## config.mk

```make
export PLATFORM = sky130hd
export DESIGN_NAME = button_event_queue
export DESIGN_NICKNAME = d
export VERILOG_FILES = /design/src/rtl/sly_pkg.sv /design/src/rtl/button_debounce.sv /design/src/rtl/button_event_queue.sv
export SDC_FILE = /design/constraint.sdc
export NUM_CORES = 1
export LEC_CHECK = 0
export CAP_MARGIN = 10
export CORE_ASPECT_RATIO = 1.75
export CORE_MARGIN = 2
export CORE_UTILIZATION = 60
export CTS_BUF_LIST = sky130_fd_sc_hd__clkbuf_16
export DETAILED_ROUTE_END_ITERATION = 10
export DONT_BUFFER_PORTS = 1
export PLACE_DENSITY = 0.76
export SLEW_MARGIN = 20
export SYNTH_ARGS = -nofsm -noshare
export SYNTH_HDL_FRONTEND = slang
export SYNTH_SLANG_ARGS = --single-unit
```

## constraint.sdc

```tcl
create_clock -name clock -period 4.56 [get_ports clock]
set_clock_uncertainty 0.05 [all_clocks]
set_input_delay 0.684 -clock clock [delete_from_list [all_inputs] [get_ports clock]]
set_output_delay 0.684 -clock clock [all_outputs]
set_load 0.01 [all_outputs]
```

## src/rtl/sly_pkg.sv

```systemverilog
// Shared constants for the button poll path: colour codes, event word layout, MMIO address.
package sly_pkg;

  localparam int unsigned NUM_BUTTONS = 4;
  localparam int unsigned EV_W        = 32;
  localparam int unsigned TS_W        = 16;
  localparam int unsigned COLOR_W     = 2;

  typedef enum logic [COLOR_W-1:0] {
    COLOR_RED    = 2'd0,
    COLOR_BLUE   = 2'd1,
    COLOR_GREEN  = 2'd2,
    COLOR_YELLOW = 2'd3
  } color_e;

  localparam int unsigned EV_COLOR_LSB = 0;
  localparam int unsigned EV_VALID_BIT = 2;
  localparam int unsigned EV_TS_LSB    = 16;

  localparam logic [31:0] ADDR_BUTTON = 32'd7;

  // Event word as seen by software: colour, valid flag, optional timestamp.
  function automatic logic [EV_W-1:0] make_event(input color_e color, input logic [TS_W-1:0] ts);
    logic [EV_W-1:0] ev;
    ev                            = '0;
    ev[EV_COLOR_LSB +: COLOR_W]   = color;
    ev[EV_VALID_BIT]              = 1'b1;
    ev[EV_TS_LSB +: TS_W]         = ts;
    return ev;
  endfunction

endpackage

```

## src/rtl/button_debounce.sv

```systemverilog
// Two-flop synchronizer plus counter debouncer for one raw button input.
module button_debounce #(
  parameter int unsigned DEBOUNCE_CYCLES = 500000
) (
  input  logic clock,
  input  logic reset,
  input  logic raw,
  output logic stable
);

  localparam int unsigned CNT_W = $clog2(DEBOUNCE_CYCLES + 1);

  logic [1:0]       sync_q;
  logic [CNT_W-1:0] cnt_q;
  logic             in_s;

  assign in_s = sync_q[1];

  always_ff @(posedge clock or posedge reset) begin
    if (reset) begin
      sync_q <= '0;
    end else begin
      sync_q <= {sync_q[0], raw};
    end
  end

  // Accept a new level only after it has differed from stable for DEBOUNCE_CYCLES edges.
  always_ff @(posedge clock or posedge reset) begin
    if (reset) begin
      cnt_q  <= '0;
      stable <= 1'b0;
    end else if (in_s != stable) begin
      if (cnt_q == CNT_W'(DEBOUNCE_CYCLES - 1)) begin
        stable <= in_s;
        cnt_q  <= '0;
      end else begin
        cnt_q <= cnt_q + CNT_W'(1);
      end
    end else begin
      cnt_q <= '0;
    end
  end

endmodule

```

## src/rtl/button_event_queue.sv

```systemverilog
// Debounced button presses queued as colour events for the CPU poll at data word 7.
// Optional BUTTON_QUEUE_TIMESTAMP_EN stores a tick count in event bits [31:16].
module button_event_queue
  import sly_pkg::*;
#(
  parameter int unsigned DEBOUNCE_CYCLES = 500000,
  parameter int unsigned DEPTH           = 8,
  parameter int unsigned MS_CYCLES       = 50000
) (
  input  logic                   clock,
  input  logic                   reset,
  input  logic                   red_button,
  input  logic                   blue_button,
  input  logic                   green_button,
  input  logic                   yellow_button,
  input  logic                   pop,
  output logic [EV_W-1:0]        event_out,
  output logic [$clog2(DEPTH):0] count,
  output logic                   overflow
);

  localparam int unsigned PTR_W = $clog2(DEPTH);
  localparam int unsigned CNT_W = PTR_W + 1;

  if (DEPTH < 2 || (DEPTH & (DEPTH - 1)) != 0 || DEBOUNCE_CYCLES < 1 || MS_CYCLES < 1) begin : g_bad_params
    $error("button_event_queue: invalid parameters");
  end

  logic [NUM_BUTTONS-1:0] raw;
  logic [NUM_BUTTONS-1:0] stable;
  logic [NUM_BUTTONS-1:0] stable_q;
  logic [NUM_BUTTONS-1:0] rise;
  logic [NUM_BUTTONS-1:0] pending;
  logic [NUM_BUTTONS-1:0] grant;
  logic [NUM_BUTTONS-1:0] clear_mask;
  color_e                 grant_color;

  logic [EV_W-1:0]  mem [DEPTH];
  logic [PTR_W-1:0] wr_ptr;
  logic [PTR_W-1:0] rd_ptr;
  logic             pop_q;
  logic             empty;
  logic             full;
  logic             pop_fire;
  logic             wr_en;
  logic [TS_W-1:0]  ts;

  assign raw = {yellow_button, green_button, blue_button, red_button};

  for (genvar i = 0; i < NUM_BUTTONS; i++) begin : g_debounce
    button_debounce #(
      .DEBOUNCE_CYCLES(DEBOUNCE_CYCLES)
    ) u_debounce (
      .clock (clock),
      .reset (reset),
      .raw   (raw[i]),
      .stable(stable[i])
    );
  end

  assign rise = stable & ~stable_q;

  // Fixed priority: lowest index (red) wins.
  always_comb begin
    grant       = '0;
    grant_color = COLOR_RED;
    for (int i = NUM_BUTTONS - 1; i >= 0; i--) begin
      if (pending[i]) begin
        grant       = '0;
        grant[i]    = 1'b1;
        grant_color = color_e'(COLOR_W'(i));
      end
    end
  end

  assign empty    = (count == CNT_W'(0));
  assign full     = (count == CNT_W'(DEPTH));
  assign pop_fire = pop & ~pop_q & ~empty;
  // A full queue still accepts a write when the same edge frees a slot.
  assign wr_en      = (|pending) & (~full | pop_fire);
  assign clear_mask = wr_en ? grant : '0;

  assign event_out = empty ? '0 : mem[rd_ptr];

`ifdef BUTTON_QUEUE_TIMESTAMP_EN
  localparam int unsigned PRESC_W = $clog2(MS_CYCLES + 1);

  logic [PRESC_W-1:0] presc_q;
  logic [TS_W-1:0]    tick_q;

  // Ticks since the previous enqueue, saturating; both counters restart on each write.
  always_ff @(posedge clock or posedge reset) begin
    if (reset) begin
      presc_q <= '0;
      tick_q  <= '0;
    end else if (wr_en) begin
      presc_q <= '0;
      tick_q  <= '0;
    end else if (presc_q == PRESC_W'(MS_CYCLES - 1)) begin
      presc_q <= '0;
      if (tick_q != '1) begin
        tick_q <= tick_q + TS_W'(1);
      end
    end else begin
      presc_q <= presc_q + PRESC_W'(1);
    end
  end

  assign ts = tick_q;
`else
  assign ts = '0;
`endif

  // Press capture, overflow flag and FIFO pointer/count state.
  always_ff @(posedge clock or posedge reset) begin
    if (reset) begin
      stable_q <= '0;
      pending  <= '0;
      overflow <= 1'b0;
      pop_q    <= 1'b0;
      wr_ptr   <= '0;
      rd_ptr   <= '0;
      count    <= '0;
    end else begin
      stable_q <= stable;
      pop_q    <= pop;
      pending  <= (pending & ~clear_mask) | (rise & ~pending);
      if (|(rise & pending)) begin
        overflow <= 1'b1;
      end
      if (wr_en) begin
        wr_ptr <= wr_ptr + PTR_W'(1);
      end
      if (pop_fire) begin
        rd_ptr <= rd_ptr + PTR_W'(1);
      end
      case ({wr_en, pop_fire})
        2'b10:   count <= count + CNT_W'(1);
        2'b01:   count <= count - CNT_W'(1);
        default: count <= count;
      endcase
    end
  end

  always_ff @(posedge clock or posedge reset) begin
    if (reset) begin
      for (int i = 0; i < int'(DEPTH); i++) begin
        mem[i] <= '0;
      end
    end else if (wr_en) begin
      mem[wr_ptr] <= make_event(grant_color, ts);
    end
  end

endmodule

```

==> results.md, run 1 <==
* Outcome: finished, final reports clean
* Pre-CTS setup slack at about 1.8 ns
* Share of the synthesized area in the top cell type at 0.505
* Simple-gate portion of the synthesized area at 0.222
* Startpoint types: flop
* Largest family of logic cells by synthesized area: simple AND/OR/NAND/NOR gates
* Root Buffer: clkbuf_16
* Antenna Cells at 0
* WS Path Type: flop to flop
* Reg clk slew, reported paths at about 0.060 ns
* Fin. max-slew vios at 0
* Fin crit period at 2.76 ns
* Post-synthesis sequential area ratio at 0.505
* CTS Hold Bufs at 0
* Top_reg_cell synth: dfrtp_1
* Crit. End Element: flop
* Yosys Warn Count at 0
* Worst slew pin tran at 0.913 ns
* Max_cap viols at 0
* Crit path DAT at around 3 ns
* CTS tree: built
* Synthesized area at between 0.006 and 0.007 mm2
* DP Wirelength at ~8.1 mm
* Hold crit path type: input port to flop
* Post-Synthesis Cells at 611
* Worst r2r dst: count[3]
* Area grow syn2layout at 9.25%
* Post-CTS Setup Bufs at 0
* Number of global-route vias before repair at ~4,600
* PwrDens at 415 mW/mm2
* Routability-driven placement congestion ratio at 0.833
* Total gr overflow at 0
* Worst-path fanout max at 7
* Commonest cells after routing, fill and taps aside: dfrtp_1, nor2_1, xnor2_1
* Critical path required time at between 4 and 5 ns
* Layer with the highest usage: met2
* Chip Height at between 100 and 150 um
* Setup ws final at ~1.8 ns
* DRT iter0 DRCs at 237
* Hold Slack at between 0.2 and 0.3 ns
* Min-delay src: pop
* Largest net degree at the start of global routing at 76
* Pre-antenna DRT Iters at 5
* GR Util met2 at 0.398
* I/O pins at between 40 and 50
* R2r startpoint: count[0]
* Cell depth of the worst hold path at 0
* Worst hold endpoint: pop_q
* GR Util met3 at 0.0412
* Synth unique cells at 57
* Worst skew pair latency at between 0.4 and 0.5 ns
* Post-route ant nets at 0
* Number of enable flip-flop cells after synthesis at 0
* Wire per inst at ~16 um
* Max IR drop VDD at ~0.31 mV
* Setup_tns at 0 ns
* Static Leakage at approximately 3.0 nW
* Post-synthesis async set-or-reset flop share at 1.00
* Final period utilization at 0.606
* Nets at around 630
* RSZ-0062 raised after global routing: false
* R2R Setup Slk at ~1.8 ns
* # H-tree levels at 4
* Max Fclk at about 0.36 GHz
* Total global-route track usage at 0.218
* Layout cells sized above 1 at 0.139
* Commonest non-fill, non-tap cell in the layout: dfrtp_1
* Vias at roughly 4,400
* Initial antenna violation count at 0
* CTS resizes at 0
* Compound-Gate Fraction of Synth Area at 0.0496
* Grt met1 use at 0.243
* Reg2Reg Depth at 9
* Die width at slightly above 80 um
* DRC Markers at 0
* CTS buffer count at 17
* Initial core utilization at 0.615
* Core area at 0.0106 mm2
* CTS Buffer Depth at 2
* Post-synthesis mux area share at 0.0680
* Yosys reg bits at between 100 and 150
* Top cells by area, synth: dfrtp_1, xnor2_1, nor2_1
* Routed wire length at approximately 12 mm
* Post-Synth Adder-Cell Area at 0.0184
* Syn Area/Cell at 10.7 um2
* Slew margin rel. at 0.386
* Yosys top cell by area: dfrtp_1
* Die area at roughly 0.012 mm2
* Num rows at 50
* Port Buf Inserts at 0
* Total Power at ~3 mW
* Synth Area in XOR/XNOR at 0.0817
* Clock Sinks at ~130
* First-pass GRT wire length at roughly 21 mm
* Final hold violations at 0
* Final setup violation count at 0
* Vias per cell at ~5.8
==> report_power, final <==
part,internal [mW],switching [mW],leakage (nW)
combinational,0.124,0.142,0.985
sequential,1.22,0.100,1.76
clock,0.862,0.513,0.282
==> worst max-delay path: stages (launching register included) <==
cell	delay, ns
dfrtp_1	0.48
nor4_1	0.71
nor2_1	0.16
nand2_1	0.16
inv_1	0.13
ha_1	0.34
a21oi_1	0.20
and2_1	0.15
a22oi_1	0.10
xnor2_1	0.17
==> per-layer routing <==
metal	part of all wire	wire length (um)
met1	0.40	4740
met2	0.56	6650
met3	0.024	290
met4	0.021	247
met5	0	0
==> flip-flops by register name, summed over array words and instances (netlist names) <==
signal / flops
stable_q: 4
pending: 4
g_debounce.u_debounce.cnt_q: 76
mem: 24
g_debounce.u_debounce.stable: 4
overflow: 1
wr_ptr: 3
count: 4
pop_q: 1
rd_ptr: 3
g_debounce.u_debounce.sync_q: 8
==> stage by stage <==
step           area, um2  cells   util
2_1_floorplan       6640    639      -
3_3_place_gp        6520    726  0.613
3_5_place_dp        6530    726  0.614
4_1_cts             7140    758  0.671
5_1_grt             7140    758  0.671
6_report            7140    758  0.671
==> worst max path at each step <==
stage | startpoint | end | slack, ns | cells after the start
5_1_grt | count[0] | count[3] | 1.56 | 9
3_3_place_gp | count[0] | count[3] | 1.98 | 9
6_report | count[0] | count[3] | 1.80 | 9
2_1_floorplan | reset | count[0] | 0.30 | 1
3_5_place_dp | count[0] | count[3] | 1.84 | 9
4_1_cts | count[0] | count[3] | 1.80 | 9
==> area by class of cell <==
class,instances,area (um2)
multi-input cells,447,2990
clock inverters,15,181
clock buffers,17,425
flip-flops and latches,132,3300
well taps,130,163
inverters,15,58.8
fillers,795,3490
repair buffers,2,15.0
==> Yosys cell counts, types with 2 or more instances <==
| library cell | n |
|---|---|
| a21oi_1 | 19 |
| nand4_1 | 18 |
| or4_4 | 2 |
| and2_1 | 7 |
| o21ai_2 | 2 |
| nand4b_1 | 3 |
| or2_2 | 4 |
| or3_1 | 9 |
| nor4_1 | 18 |
| o31ai_1 | 9 |
| nand4_2 | 2 |
| inv_1 | 15 |
| nand2b_1 | 7 |
| or4b_1 | 2 |
| or4_1 | 8 |
| nand3_1 | 28 |
| clkbuf_1 | 7 |
| buf_4 | 30 |
| dfrtp_1 | 132 |
| nand3_2 | 2 |
| xor2_1 | 22 |
| ha_1 | 8 |
| and3_1 | 7 |
| nand3b_1 | 3 |
| mux2_2 | 23 |
| a21oi_2 | 2 |
| mux4_2 | 6 |
| nor4b_1 | 2 |
| a22oi_1 | 2 |
| mux2i_1 | 5 |
| and4_1 | 9 |
| buf_2 | 5 |
| nand2_1 | 32 |
| nor3_1 | 11 |
| clkbuf_2 | 2 |
| nor2b_1 | 3 |
| o21ai_0 | 11 |
| nor2_1 | 77 |
| xnor2_1 | 39 |
==> cells by family (layout without fill, tap and decap cells) <==
group | count (synthesis) | in the layout
AOI/OAI and AO/OA | 50 | 50
xor gates and xnor gates | 61 | 61
adders and majority gates | 9 | 9
buffers and inverters | 60 | 49
DFF | 132 | 132
muxes | 34 | 34
other | 1 | 29
and+or+nand+nor | 264 | 264
Note: power is estimated with default switching activity, not from simulation.
==> run 2, diff against run 1 <==
--- a/config.mk
+++ b/config.mk
@@ -8,11 +8,11 @@
 export CAP_MARGIN = 10
 export CORE_ASPECT_RATIO = 1.75
 export CORE_MARGIN = 2
-export CORE_UTILIZATION = 60
+export CORE_UTILIZATION = 57
 export CTS_BUF_LIST = sky130_fd_sc_hd__clkbuf_16
 export DETAILED_ROUTE_END_ITERATION = 10
 export DONT_BUFFER_PORTS = 1
-export PLACE_DENSITY = 0.76
+export PLACE_DENSITY = 0.75
 export SLEW_MARGIN = 20
 export SYNTH_ARGS = -nofsm -noshare
 export SYNTH_HDL_FRONTEND = slang
==> constraint.sdc (replaced) <==
create_clock -name clock -period 2.3 [get_ports clock]
set_clock_uncertainty 0.05 [all_clocks]
set_input_delay 0.345 -clock clock [delete_from_list [all_inputs] [get_ports clock]]
set_output_delay 0.345 -clock clock [all_outputs]
set_load 0.01 [all_outputs]
==> run 2 against run 1 <==
- cell count up 3.0%
- first-iteration DRC count down 15%
- clock power up 91%
- global-route usage down 0.33 points
- total power up 100%
- via count up 2.2%
- utilization down 1.4 points
- critical endpoint unchanged
- largest power group unchanged
==> results.md, run 2 (same netlist as run 1, synthesis figures left out) <==
* Commonest cells after routing, fill and taps aside: dfrtp_1, nor2_1, xnor2_1
* Post-route core utilization at 0.658
* Final period utilization at 0.952
* Fill cells at between 800 and 900
* Vias per cell at slightly below 6
* Die width at about 85 um
* Fin. max-slew vios at 0
* Die area at around 0.012 mm2
* Wire per inst at 15.5 um
* Layout cells sized above 1 at 0.160
* Nets at roughly 650
* Crit. End Element: flop
* Vias at about 4,500
* Setup ws final at between 0.1 and 0.15 ns
* Pre-antenna DRT Iters at 4
* Fin crit period at around 2.2 ns
* DRC Markers at 0
* Final hold violations at 0
* Min-delay src: pop
* Port Buf Inserts at 0
* Worst-path fanout max at 4
* Placed cell areas at 0.00666 mm2
* Max reg flops at 76
* Final setup violation count at 0
* Total gr overflow at 0
* Critical path required time at between 2 and 3 ns
* CTS tree: built
* Register Area at 0.00331 mm2
* Root Buffer: clkbuf_16
* Routability-driven placement congestion ratio at 0.809
* Hold crit path type: input port to flop
* Clock Sinks at between 100 and 150
* PwrDens at 806 mW/mm2
* Pre-CTS setup slack at -0.0253 ns
* Commonest non-fill, non-tap cell in the layout: dfrtp_1
* Crit path DAT at 2.44 ns
* DP Wirelength at around 8.4 mm
* Worst hold endpoint: rd_ptr[0]
* Static Leakage at 3.14 nW
* R2R Setup Slk at between 0.1 and 0.15 ns
* Largest net degree at the start of global routing at between 50 and 60
* Area grow syn2layout at 12.4%
* Total Power at slightly below 6 mW
* Outcome: finished, final reports clean
* DRT iter0 DRCs at between 200 and 250
* R2r startpoint: count[2]
* Chip Height at 146 um
* Initial core utilization at 0.585
* I/O pins at 44
* Cell depth of the worst hold path at 3
* # H-tree levels at 4
* Reg clk slew, reported paths at around 0.060 ns
* Largest register by flop count: g_debounce.u_debounce.cnt_q
* Biggest regs: g_debounce.u_debounce.cnt_q: 76 flops, mem: 24 flops, g_debounce.u_debounce.sync_q: 8 flops
* Reg2Reg Depth at 9
* Worst r2r dst: count[3]
* Core area at between 0.01 and 0.015 mm2
* First-pass GRT wire length at 21.2 mm
* Number of global-route vias before repair at 4,568
* Routed wire length at between 10 and 15 mm
* Initial antenna violation count at 0
* Design Area, Final at ~0.0073 mm2
* Max Fclk at between 0.4 and 0.5 GHz
* Post-route ant nets at 0
* Total global-route track usage at 0.215
* CTS buffer count at 17
* Area of the multi-input gates at roughly 0.003 mm2
* Num rows at 51
* WS Path Type: flop to flop
* Worst skew pair latency at approximately 0.42 ns
* Max_cap viols at 0
* Max IR drop VDD at 0.771 mV
* Slew margin rel. at 0.610
* Worst slew pin tran at a little under 0.6 ns
* Hold Slack at 0.259 ns
* CTS Buffer Depth at 2
* Antenna Cells at 0
* Startpoint types: flop
==> run 2: power by group <==
group,internal (mW),switching [mW],leakage [nW]
sequential,2.42,0.169,1.75
combinational,0.325,0.370,1.10
clock,1.60,1.04,0.288
==> run 2: routing by layer <==
layer,track usage,wire (um)
met5,0,0
met4,0.0913,238
met3,0.0493,337
met2,0.379,6770
met1,0.244,4770
==> run 2: what timing repair did <==
item,4_1_cts,5_1_grt
endpoints found under the hold margin,24,0
pin swaps,0,1
hold buffers,6,0
gates resized for setup,2,6
setup endpoints to repair,1,3
buffers inserted,0,1
==> run 2: critical path, cell delays in order, from the launching register on <==
cell	delay, ns
dfrtp_1	0.42
nor4_4	0.30
nor2_2	0.09
nand2_1	0.12
inv_1	0.12
ha_1	0.34
a21oi_1	0.21
and2_1	0.18
a22oi_2	0.09
xnor2_1	0.15
==> run 2: stage by stage <==
step	TNS, ns	instances
global placement	0	742
CTS	0	780
global route	-0.0179	781
detailed placement	-0.0253	742
finish	0	781
floorplan	0	639
==> run 2: layout make-up <==
class | instances | share of cell area
Clock buffer | 17 | 0.0579
Clock inverter | 15 | 0.0211
Inverter | 15 | 0.00818
Multi-Input combinational cell | 447 | 0.411
Sequential cell | 132 | 0.450
Tap cell | 132 | 0.0225
Timing Repair Buffer | 23 | 0.0290
==> run 2: worst max-delay path by stage <==
| stage | slack (ns) | end | start |
|---|---|---|---|
| CTS | 0.03 | event_out[0] | rd_ptr[0] |
| global route | -0.02 | count[3] | count[1] |
| floorplan | 0.03 | count[3] | count[0] |
| detailed placement | -0.03 | count[3] | count[0] |
| finish | 0.11 | count[3] | count[2] |
| global placement | 0.11 | count[3] | count[0] |
==> RTL edit (flow settings as in run 2) <==
Add an input register stage for `red_button`, `blue_button`, `green_button`, `yellow_button` and `pop`, cleared by the reset; this delays them by one clock.
--- a/src/rtl/button_event_queue.sv
+++ b/src/rtl/button_event_queue.sv
@@ -23,4 +23,26 @@
   localparam int unsigned CNT_W = PTR_W + 1;
 
+  logic red_button_q;
+  logic blue_button_q;
+  logic green_button_q;
+  logic yellow_button_q;
+  logic pop_r;
+
+  always_ff @(posedge clock or posedge reset) begin
+    if (reset) begin
+      red_button_q    <= '0;
+      blue_button_q   <= '0;
+      green_button_q  <= '0;
+      yellow_button_q <= '0;
+      pop_r           <= '0;
+    end else begin
+      red_button_q    <= red_button;
+      blue_button_q   <= blue_button;
+      green_button_q  <= green_button;
+      yellow_button_q <= yellow_button;
+      pop_r           <= pop;
+    end
+  end
+
   if (DEPTH < 2 || (DEPTH & (DEPTH - 1)) != 0 || DEBOUNCE_CYCLES < 1 || MS_CYCLES < 1) begin : g_bad_params
     $error("button_event_queue: invalid parameters");
@@ -46,5 +68,5 @@
   logic [TS_W-1:0]  ts;
 
-  assign raw = {yellow_button, green_button, blue_button, red_button};
+  assign raw = {yellow_button_q, green_button_q, blue_button_q, red_button_q};
 
   for (genvar i = 0; i < NUM_BUTTONS; i++) begin : g_debounce
@@ -76,5 +98,5 @@
   assign empty    = (count == CNT_W'(0));
   assign full     = (count == CNT_W'(DEPTH));
-  assign pop_fire = pop & ~pop_q & ~empty;
+  assign pop_fire = pop_r & ~pop_q & ~empty;
   // A full queue still accepts a write when the same edge frees a slot.
   assign wr_en      = (|pending) & (~full | pop_fire);
@@ -124,5 +146,5 @@
     end else begin
       stable_q <= stable;
-      pop_q    <= pop;
+      pop_q    <= pop_r;
       pending  <= (pending & ~clear_mask) | (rise & ~pending);
       if (|(rise & pending)) begin
Check against the original RTL: same outputs for any inputs over 4 cycles, from zero or initial values and one cycle with reset high; that may be too few to reach the edited logic, so the function may still have changed.
==> RTL edit against run 2 <==
  * The flow now finishes with violations (DRC)
  * Via count is 0.64% higher
  * Synthesized area is 1.9% higher
  * Core utilization is 0.72 points lower
  * Setup slack worse by 0.022 ns
  * Design area is 2.0% higher
  * Sequential cell count is 5 higher
  * Wire length hardly changed
  * Critical endpoint is now event_out[2]
  * Highest routed layer unchanged
Power is not compared: it rests on default switching activity, and its combinational part moved more than twofold at a synthesized area within 25%.
==> RTL edit: results (changes against run 2) <==
Layout
  – Share of post-route cells with drive strength above 1: 16.3% (was 16.0%)
  – Nets: 660 (was 652)

Placement
  – Routability congestion estimate: 0.859 (was 0.809)
  – Placed instance area: 0.00680 mm² (was 0.00666 mm²)
  – Pre-CTS setup slack: 0.0170 ns (was -0.0253 ns)
  – Placed Cells: 754 (was 742)
  – Hpwl dp: 8.42 mm (was 8.35 mm)

Drt
  – Drc violations: 1 (was 0)
  – Final WL: 12.1 mm (about the same)
  – Met2 WL: 6.67 mm (was 6.77 mm)
  – Drt first pass iters: 9 (was 4)
  – Met3 WL post-DR: 313 µm (was 337 µm)
  – M1 wire length: 4.88 mm (was 4.77 mm)
  – Drt first-iter violations: 191 (was 201)

Critical path
  – Critical Path Sink: event_out[2] (was count[3]$_DFFE_PP0P_)
  – Reg2reg start: count[1]$_DFFE_PP0P_ (was count[2]$_DFFE_PP0P_)
  – Slowest CP cell: dfrtp_1 (unchanged)
  – CP max stage delay: 0.58 ns (was 0.42 ns)
  – FF-to-FF setup slack: 0.13 ns (was 0.11 ns)
  – Critical Path Fanout Max: 8 (was 4)
  – Worst Setup SP: rd_ptr[1]$_DFFE_PP0P_ (was count[2]$_DFFE_PP0P_)
  – CP arrival: 1.82 ns (was 2.44 ns)

Yosys
  – Seq/Total Area, Yosys: 51.5% (was 50.5%)
  – Synth Area in XOR/XNOR: 8.02% (was 8.17%)
  – Leading post-synthesis cells by cell area: dfrtp_1, xnor2_1, nor2_1, mux2_2, buf_4 (unchanged)
  – Top post-synthesis cells by count: dfrtp_1, nor2_1, xnor2_1 (unchanged)
  – Proportion of synthesized area in mux cells: 6.67% (was 6.80%)
  – Adder-Cell Fraction of Synth Area: 1.80% (was 1.84%)
  – Synthesized area per cell: 10.8 µm² (was 10.7 µm²)
  – Synth Area in Compound Gates: 4.86% (was 4.96%)

Global route
  – GRT met1 Usage: 23.5% (was 24.4%)
  – Met3 Track Usage GR: 6.07% (was 4.93%)
  – GR Util met2: 36.7% (was 37.9%)
  – Vias in the first global route: 4629 (was 4568)
  – Largest net degree at the start of global routing: 92 (was 55)
  – Global Route Usage Sum: 21.0% (was 21.5%)
  – First-pass GRT wire length: 21.1 mm (was 21.2 mm)

Outcome
  – Violated checks: DRC
  – Outcome: finished with violations (was finished clean)

STA
  – Worst-Margin Slew: 0.545 ns (was 0.583 ns)
  – Minimum clock period: 2.21 ns (was 2.19 ns)

Die
  – Starting density of the core: 57.8% (was 58.5%)

Worst hold path
  – Hold WC Path Type: register to register (was input pin to register)
  – Hold wc startpoint: red_button_q$_DFF_PP0_ (was pop)
-- RTL edit: how the worst min path moves through the flow --
stage / cells after the start / endpoint / slack [ns]
floorplan: 0 / g_debounce[0].u_debounce.sync_q[0]$_DFF_PP0_ / 0.28
global placement: 1 / g_debounce[3].u_debounce.cnt_q[15]$_DFF_PP0_ / 0.13
detailed placement: 1 / g_debounce[3].u_debounce.cnt_q[15]$_DFF_PP0_ / 0.13
CTS: 2 / g_debounce[3].u_debounce.cnt_q[13]$_DFF_PP0_ / 0.30
global route: 0 / g_debounce[1].u_debounce.sync_q[0]$_DFF_PP0_ / 0.30
finish: 0 / g_debounce[0].u_debounce.sync_q[0]$_DFF_PP0_ / 0.30
-- RTL edit: cell families after synthesis --
kind of cell	count (synthesis)
flip-flops	137
XOR/XNOR	61
adder cells (fa/ha/maj)	9
other	1
buffers and inverters	60
AO/OA/AOI/OAI	50
AND/OR/NAND/NOR	264
multiplexers	34
-- RTL edit: power by group --
group / internal, W / switching (W)
Combinational: 0.0000424 / 0.000113
Clock: 0.00170 / 0.00103
Sequential: 0.00244 / 0.0000242
-- RTL edit: critical path: cells and delay by family (launching register included) --
kind | cells | cell delay [ns]
muxes | 2 | 0.72
DFF | 1 | 0.58
and+or+nand+nor | 1 | 0.09
-- RTL edit: cell type report --
type,instances,area (µm²)
Tap cell,135,169
Multi-Input combinational cell,447,3010
Clock inverter,15,175
Clock buffer,17,425
Sequential cell,137,3430
Inverter,15,60.1
Timing Repair Buffer,26,223
Fill cell,901,4020
-- RTL edit: repair_timing --
item / CTS / global route
hold buffers: 6 / 0
setup endpoints to repair: 1 / 4
gates resized for setup: 1 / 5
hold endpoints to repair: 14 / 0
